[src/rtl/wb_mean_sched.sv]
// rtl/wb_mean_sched.sv - frame sequencer feeding the white-balance per-channel mean accumulator
module wb_mean_sched #(
    parameter int TIMEOUT  = 64,
    parameter int MAX_LOG2 = 20
) (
    input  logic       clk,
    input  logic       rst_n,
    input  logic       start_i,
    input  logic [3:0] log2_w_i,
    input  logic [3:0] log2_h_i,
    input  logic       pix_valid_i,
    input  logic [7:0] pix_value_i,
    output logic       pix_ready_o,
    output logic       acc_clr_o,
    output logic       acc_valid_o,
    output logic [1:0] acc_color_o,
    output logic [7:0] acc_value_o,
    output logic       acc_last_o,
    output logic [4:0] acc_size_o,
    input  logic       acc_finish_i,
    input  logic [7:0] r_mean_i,
    input  logic [7:0] g_mean_i,
    input  logic [7:0] b_mean_i,
    output logic [7:0] r_mean_o,
    output logic [7:0] g_mean_o,
    output logic [7:0] b_mean_o,
    output logic       done_o,
    output logic       busy_o,
    output logic       err_o
);
    localparam int CNT_W = MAX_LOG2;
    localparam int TMO_W = $clog2(TIMEOUT + 1);

    typedef enum logic [2:0] {S_IDLE, S_CLR, S_RUN, S_WAIT, S_CAP} state_t;

    state_t             state_q, state_d;
    logic [4:0]         size_q, size_d;
    logic [CNT_W-1:0]   cnt_q, cnt_d;
    logic [1:0]         plane_q, plane_d;
    logic [TMO_W-1:0]   tmo_q, tmo_d;
    logic               err_q, err_d;
    logic               av_q, av_d;
    logic [1:0]         col_q, col_d;
    logic [7:0]         val_q, val_d;
    logic               last_q, last_d;
    logic [7:0]         r_q, r_d, g_q, g_d, b_q, b_d;

    logic [4:0]         cfg_sum;
    logic               cfg_ok;
    logic               fire;
    logic [CNT_W:0]     plane_len;
    logic               plane_last;

    always_comb begin
        cfg_sum    = {1'b0, log2_w_i} + {1'b0, log2_h_i};
        cfg_ok     = (cfg_sum != 5'd0) && (cfg_sum <= 5'(MAX_LOG2));
        fire       = (state_q == S_RUN) && pix_valid_i;
        plane_len  = (CNT_W + 1)'(1) << size_q;
        plane_last = ({1'b0, cnt_q} == (plane_len - (CNT_W + 1)'(1)));
    end

    always_comb begin
        state_d = state_q;
        size_d  = size_q;
        cnt_d   = cnt_q;
        plane_d = plane_q;
        tmo_d   = tmo_q;
        err_d   = err_q;
        av_d    = fire;
        col_d   = col_q;
        val_d   = val_q;
        last_d  = fire && plane_last;
        r_d     = r_q;
        g_d     = g_q;
        b_d     = b_q;
        case (state_q)
            S_IDLE: begin
                if (start_i) begin
                    if (cfg_ok) begin
                        state_d = S_CLR;
                        size_d  = cfg_sum;
                        err_d   = 1'b0;
                    end else begin
                        err_d   = 1'b1;
                    end
                end
            end
            S_CLR: begin
                cnt_d   = '0;
                plane_d = 2'd0;
                tmo_d   = '0;
                state_d = S_RUN;
            end
            S_RUN: begin
                if (fire) begin
                    col_d = plane_q;
                    val_d = pix_value_i;
                    if (plane_last) begin
                        cnt_d   = '0;
                        plane_d = plane_q + 2'd1;
                        if (plane_q == 2'd2) begin
                            state_d = S_WAIT;
                        end
                    end else begin
                        cnt_d = cnt_q + CNT_W'(1);
                    end
                end
            end
            S_WAIT: begin
                // Finish wins over a timeout landing on the same cycle.
                if (acc_finish_i) begin
                    state_d = S_CAP;
                end else if (tmo_q == TMO_W'(TIMEOUT - 1)) begin
                    err_d   = 1'b1;
                    state_d = S_IDLE;
                end else begin
                    tmo_d = tmo_q + TMO_W'(1);
                end
            end
            S_CAP: begin
                r_d     = r_mean_i;
                g_d     = g_mean_i;
                b_d     = b_mean_i;
                state_d = S_IDLE;
            end
            default: state_d = S_IDLE;
        endcase
    end

    always_ff @(posedge clk or negedge rst_n) begin
        if (!rst_n) begin
            state_q <= S_IDLE;
            size_q  <= '0;
            cnt_q   <= '0;
            plane_q <= '0;
            tmo_q   <= '0;
            err_q   <= 1'b0;
            av_q    <= 1'b0;
            col_q   <= '0;
            val_q   <= '0;
            last_q  <= 1'b0;
            r_q     <= '0;
            g_q     <= '0;
            b_q     <= '0;
        end else begin
            state_q <= state_d;
            size_q  <= size_d;
            cnt_q   <= cnt_d;
            plane_q <= plane_d;
            tmo_q   <= tmo_d;
            err_q   <= err_d;
            av_q    <= av_d;
            col_q   <= col_d;
            val_q   <= val_d;
            last_q  <= last_d;
            r_q     <= r_d;
            g_q     <= g_d;
            b_q     <= b_d;
        end
    end

    assign pix_ready_o = (state_q == S_RUN);
    assign acc_clr_o   = (state_q == S_CLR);
    assign done_o      = (state_q == S_CAP);
    assign busy_o      = (state_q != S_IDLE);
    assign err_o       = err_q;
    assign acc_valid_o = av_q;
    assign acc_color_o = col_q;
    assign acc_value_o = val_q;
    assign acc_last_o  = last_q;
    assign acc_size_o  = size_q;
    assign r_mean_o    = r_q;
    assign g_mean_o    = g_q;
    assign b_mean_o    = b_q;
endmodule

[config.mk]
export PLATFORM = sky130hd
export DESIGN_NAME = wb_mean_sched
export DESIGN_NICKNAME = d
export VERILOG_FILES = /design/src/rtl/wb_mean_sched.sv
export SDC_FILE = /design/constraint.sdc
export NUM_CORES = 1
export LEC_CHECK = 0
export CORE_AREA = 5 5 116 118
export CTS_CLUSTER_DIAMETER = 50
export DETAILED_ROUTE_END_ITERATION = 10
export DIE_AREA = 0 0 121 123
export PLACE_DENSITY = 0.62
export SYNTH_ARGS = -nofsm -noshare
export SYNTH_HDL_FRONTEND = slang
export SYNTH_SLANG_ARGS = --single-unit
export TNS_END_PERCENT = 1
[constraint.sdc]
create_clock -name clk -period 9.8 [get_ports clk]
set_clock_uncertainty 0.2 [all_clocks]
set_input_delay 1.96 -clock clk [delete_from_list [all_inputs] [get_ports clk]]
set_output_delay 1.96 -clock clk [all_outputs]
set_load 0.01 [all_outputs]
==> results of run 1 <==
==> registers in the layout, indices dropped and copies added (netlist names), 2 cells and up <==
| name | count |
|---|---|
| tmo_q | 7 |
| r_mean_o | 8 |
| state_q | 3 |
| cnt_q | 20 |
| b_mean_o | 8 |
| acc_color_o | 2 |
| g_mean_o | 8 |
| acc_value_o | 8 |
| acc_size_o | 5 |
| plane_q | 2 |
==> synthesized netlist by cell type (2+ instances only) <==
| library cell | count | area [µm²] |
|---|---|---|
| buf_2 | 8 | 40.04 |
| o31ai_1 | 4 | 30.03 |
| and3_1 | 6 | 37.54 |
| o311ai_2 | 6 | 97.59 |
| or2_2 | 2 | 12.51 |
| buf_6 | 3 | 33.78 |
| mux2i_1 | 9 | 90.09 |
| nor2_1 | 22 | 82.58 |
| o311ai_1 | 4 | 35.03 |
| nor3_1 | 9 | 45.04 |
| a21boi_0 | 2 | 15.01 |
| nor4b_1 | 3 | 26.28 |
| a2bb2oi_1 | 2 | 17.52 |
| clkbuf_1 | 14 | 52.55 |
| a21oi_1 | 12 | 60.06 |
| nor2b_1 | 7 | 43.79 |
| nand4_1 | 6 | 37.54 |
| xnor2_1 | 7 | 61.31 |
| a21o_1 | 4 | 30.03 |
| o211ai_1 | 4 | 30.03 |
| and2_1 | 8 | 50.05 |
| or4_1 | 2 | 15.01 |
| o21ai_0 | 24 | 120.1 |
| inv_1 | 13 | 48.80 |
| nand2b_1 | 5 | 31.28 |
| a211oi_1 | 2 | 15.01 |
| nand3_1 | 28 | 140.1 |
| and3b_1 | 2 | 17.52 |
| nand2_1 | 71 | 266.5 |
| a31oi_1 | 4 | 25.02 |
| nor3b_1 | 2 | 15.01 |
| buf_1 | 3 | 11.26 |
| xor2_1 | 6 | 52.55 |
| mux2_2 | 27 | 304.0 |
| dfrtp_1 | 74 | 1852 |
| ha_1 | 8 | 100.1 |
| nand4b_1 | 2 | 17.52 |
| a32oi_1 | 2 | 17.52 |
| buf_4 | 3 | 22.52 |
| or3_1 | 4 | 25.02 |
| nor4_1 | 3 | 18.77 |
==> cells in the final DEF, fill, tap and decap left out, drive strengths merged, types with 8 or more instances in the layout <==
master and instances:
a21oi 13, and2 8, clkbuf 10, clkdlybuf4s50 89
dfrtp 74, ha 8, inv 13, mux2 27
mux2i 9, nand2 71, nand3 28, nor2 22
nor3 9, o21ai 24, o311ai 10
==> critical path: cells and delay by family, from the launching register on <==
family | cells | cell delay (ns)
buffers and inverters | 1 | 0.71
DFF | 1 | 0.46
and+or+nand+nor | 2 | 1.04
==> path summary, 6_finish.rpt <==
| kind | start | end | slack, ns | cells after the start |
|---|---|---|---|---|
| setup / recovery | state_q[1] | done_o | 5.08 | 3 |
| hold reg to reg | acc_value_o[4] | acc_value_o[4] | 0.28 | 2 |
| hold / removal | acc_value_o[4] | acc_value_o[4] | 0.28 | 2 |
| min in group asynchronous | rst_n | cnt_q[19] | 1.56 | 1 |
| max in group asynchronous | rst_n | acc_valid_o | 7.20 | 1 |
| setup reg to reg | acc_size_o[1] | cnt_q[12] | 5.35 | 11 |
==> per-layer routing <==
metal / vias to the layer above / wire (µm) / global-route usage, % / part of all wire [%]
met5: - / 0 / 0 / 0
met4: 0 / 219 / 6.445 / 2.1
met3: 18 / 965 / 6.221 / 9.2
met2: 100 / 4833 / 23.76 / 46
met1: 1694 / 4518 / 17.93 / 43
li1: 1728 / - / - / -
==> cell type report <==
cell class	instances	area [µm²]	area share, %
Tap cell	172	215.2	3.912
Multi-Input combinational cell	326	2171	39.46
Clock inverter	5	55.05	1.001
Clock buffer	10	239.0	4.344
Timing Repair Buffer	93	920.9	16.74
Inverter	13	48.80	0.8870
Sequential cell	74	1852	33.66
==> report_power, final <==
group / internal, mW / total (mW) / switching (mW)
logic: 0.337 / 0.672 / 0.335
registers: 0.399 / 0.495 / 0.0961
clock network: 0.202 / 0.330 / 0.128
==> cell families after synthesis <==
family                   after synthesis
AO/OA/AOI/OAI                         82
multiplexers                          36
XOR/XNOR                              13
adder cells (fa/ha/maj)                9
AND/OR/NAND/NOR                      186
flip-flops                            74
buffers and inverters                 44
==> stage by stage <==
| step | util (%) | hold slack, ns | instance area, µm² |
|---|---|---|---|
| global placement | 42.12 | 0.2561 | 5207 |
| detailed placement | 42.12 | 0.2629 | 5207 |
| floorplan | - | 0.2482 | 4232 |
| global route | 44.50 | 0.3032 | 5502 |
| CTS | 44.50 | 0.2808 | 5502 |
| finish | 44.50 | 0.2799 | 5502 |
==> metrics, run 1 <==
mux share of post-synthesis cell area=9.314%; Slew @ Worst Pin=1.114 ns; status=finished clean; CTS root buf=clkbuf_16; kind of critical path=flip-flop to output port; RSZ-0062 raised after global routing=no; worst hold path type=flip-flop to flip-flop; clk_lat worst skew=0.34 ns; WL/cell=15.20 µm; Routed Antenna Nets=0; placed insts=678; grt ovf=0; share of layout cells above drive strength 1=11.52%; DRC Markers=0; Gates resized, CTS repair=0; final hold violations=0; clk sinks=74; global-route wire length before repair=17,840 µm; final layout net count=571; worst path arrival time=2.56 ns; Worst-path clk slew=0.06 ns; simple-gate portion of the synthesized area=22.06%; GP Congestion=0.8548; Final min period=4.719 ns; mapped cell area=4232 µm²; Post-synth top flop=dfrtp_1; area delta synth->final=30.01%; Seq/Total Area, Yosys=43.76%; syn_area_per_cell=9.531 µm²; Cell Count, Final, Fillers Out=693; XOR/XNOR share of the synthesized area=2.691%; Worst Path Required=7.64 ns; Syn. warnings=0; setup TNS=0 ns; Die ar.=14,880 µm²; period utilisation layout=48.15%; Final Max Tran Viols=0; CTS tree=yes; Max VDD drop=0.1439 mV; Setup-failing EPs final=0; htree depth=3; core area=12,360 µm²; pre-CTS setup slack=4.870 ns; Synth Area in Adders=2.839%; initial antenna violation count=0; Post-Syn Instances=444; vias per cell=5.108; cells along the critical path=nor2_1 -> and2_1 -> clkdlybuf4s50_1; Die X=121 µm; Hold Buf Count CTS=0; element type at the critical path start=flip-flop; Core Rows=41; # diodes=0; Critical Path End Type=output port; WL final=10,540 µm; TritonCTS Buffers=9; Power Density=272.2 nW/µm²; initial DRC count=157; largest net degree at the start of global routing=75; LEAKAGE=2.280 nW; Unique masters post-synth=58; Worst path slowest cell=and2_1; DRT Pass-1 Iters=4; largest family of logic cells by synthesized area=simple AND/OR/NAND/NOR gates; top-level port count=91; Bufs on Longest Clock Path=2; All-Layer GR Usage=14.98%; Initial Util=34.23%; post-synthesis register bit count=74; Synth Net Count=498; final setup margin=5.081 ns; vias in the first global route=3,704; Port Buffer Count=90; Total Power=1.497 mW; CP max stage delay=0.88 ns; Synth Area in Compound Gates=14.40%; ys async rst share=100.0%; number of fill cells=1,189; die height=123 µm; crit-path max FO=25; Rel. slew slack=25.74%; DR vias=3,540; Max Fclk=211.9 MHz; maxcap violations=0; dpl hpwl=7514 µm; Post-synth EDFFs=0; Setup Buffers After CTS=0
Power figures use the tool's default switching activity.
==> run 2: changes to the inputs <==
==> constraint.sdc (replaced) <==
create_clock -name clk -period 4.65 [get_ports clk]
set_clock_uncertainty 0.2 [all_clocks]
set_input_delay 0.93 -clock clk [delete_from_list [all_inputs] [get_ports clk]]
set_output_delay 0.93 -clock clk [all_outputs]
set_load 0.01 [all_outputs]
==> metrics, run 2 (synthesis gave the netlist of run 1 again) <==
Rel. slew slack=34.68% (+8.9 points); element type at the critical path start=flip-flop; dpl hpwl=7721 µm (+2.8%); Critical Path End Type=flip-flop; # diodes=0 (unchanged); final hold violations=0 (unchanged); status=finished clean; core area=12,360 µm² (unchanged); crit-path max FO=22 (-12%); Slew @ Worst Pin=0.9799 ns (-0.1340 ns); worst r2r src=acc_size_o[0]; period utilisation layout=85.34%; r2r worst-path depth=12 (+1); WL/cell=15.59 µm (+2.5%); clk sinks=74 (unchanged); Max Fclk=252.0 MHz; Die X=121 µm (unchanged); Total Power=3.251 mW (+120%); commonest non-fill, non-tap cell in the layout=clkdlybuf4s50_1; initial DRC count=186 (+18%); TritonCTS Buffers=9 (unchanged); Gates resized, CTS repair=0 (unchanged); WL final=10,880 µm (+3.3%); hold_sp=acc_value_o[2]; CTS tree=yes; most frequent cells in the layout=clkdlybuf4s50_1, dfrtp_1, nand2_1, nand3_1, mux2_2; largest net degree at the start of global routing=75 (unchanged); initial antenna violation count=0 (unchanged); DR vias=3,599 (+1.7%); vias in the first global route=3,775 (+1.9%); Worst Path Required=4.64 ns (-3.00 ns); fin area=5555 µm² (+0.98%); top-level port count=91 (unchanged); worst path arrival time=3.96 ns (+1.40 ns); R2R Setup Slk=0.68 ns (-4.67 ns); share of layout cells above drive strength 1=11.98% (+0.46 points); htree depth=3 (unchanged); Die ar.=14,880 µm² (unchanged); CTS root buf=clkbuf_16; Hold Buf Count CTS=0 (unchanged); Worst Hold Endpoint=acc_value_o[2]; LEAKAGE=2.311 nW (+1.4%); kind of critical path=flip-flop to flip-flop; GP Congestion=0.8707 (+1.9%); DP Area=5238 µm² (+0.58%); Max VDD drop=0.2765 mV (+92%); vias per cell=5.156 (+0.94%); DRC Markers=0 (unchanged); die height=123 µm (unchanged); Routed Antenna Nets=0 (unchanged); clk_lat worst skew=0.34 ns (about the same); Worst-path clk slew=0.06 ns (about the same); Most flops, register=cnt_q; max reg flops=20 (unchanged); grt ovf=0 (unchanged); Bufs on Longest Clock Path=2 (unchanged); WHS Path Cells=2 (unchanged); number of fill cells=1,186 (-0.25%); worst hold path type=flip-flop to flip-flop; RSZ-0062 raised after global routing=no; maxcap violations=0 (unchanged); setup TNS=0 ns (unchanged); DRT Pass-1 Iters=4 (unchanged); Setup-failing EPs final=0 (unchanged); final layout net count=575 (+0.70%); Initial Util=34.23% (unchanged); Core Rows=41 (unchanged); Final min period=3.968 ns; Power Density=585.2 nW/µm² (+120%); global-route wire length before repair=18,420 µm (+3.3%); Port Buffer Count=90 (unchanged); All-Layer GR Usage=15.62% (+0.64 points); Final Max Tran Viols=0 (unchanged); RR Endpoint=cnt_q[16]; area delta synth->final=31.28%; Setup Buffers After CTS=0 (unchanged)
==> run 2: worst max-delay path by stage <==
stage                     slack [ns]           from         to
final                           0.68  acc_size_o[0]  cnt_q[16]
after global routing            0.47  acc_size_o[0]  cnt_q[16]
after CTS                       0.76  acc_size_o[0]  cnt_q[16]
after detailed placement        0.79  acc_size_o[0]  cnt_q[16]
after global placement          0.89  acc_size_o[0]  cnt_q[18]
after floorplan                 1.36  acc_size_o[2]  cnt_q[18]
==> run 2: power breakdown <==
group          switching (mW)  internal [mW]
Clock                   0.278          0.474
Sequential              0.161          0.842
Combinational           0.773          0.723
==> run 2: cell type report <==
cell class / instances / area, µm² / share of cell area (%)
inverter: 13 / 48.80 / 0.8784
multi-input combinational: 326 / 2171 / 39.08
tap: 172 / 215.2 / 3.874
clock inverter: 5 / 85.08 / 1.532
sequential: 74 / 1852 / 33.33
timing repair buffer: 97 / 950.9 / 17.12
clock buffer: 11 / 232.7 / 4.189
==> run 2: per-layer routing <==
metal  up-vias  share of wire (%)  GRT usage, %
li1       1733                  -             -
met1      1730                 44         18.87
met2       119                 45         24.31
met3        17                9.3         6.542
met4         0                2.4         7.153
met5         -                  0             0
==> run 2: critical path: stages (launching register included) <==
cell and delay [ns]:
dfrtp_1 0.67, nor2_1 0.14, nand2_1 0.14, ha_1 0.56, nor4b_1 0.52, mux2i_1 0.25, o31a_1 0.19, o211ai_1 0.11
nor4_2 0.44, a21oi_2 0.09, buf_4 0.23, a31oi_1 0.18, o31ai_1 0.10
==> run 2: per-stage QoR <==
stage / hold WS (ns) / setup slack, ns / util (%) / cells
after floorplan: 0.2482 / 1.357 / - / 444
after global placement: 0.2571 / 0.8911 / 42.36 / 682
after detailed placement: 0.2655 / 0.7868 / 42.36 / 682
after CTS: 0.2785 / 0.7572 / 44.93 / 698
after global routing: 0.3127 / 0.4740 / 44.93 / 698
final: 0.2730 / 0.6815 / 44.93 / 698
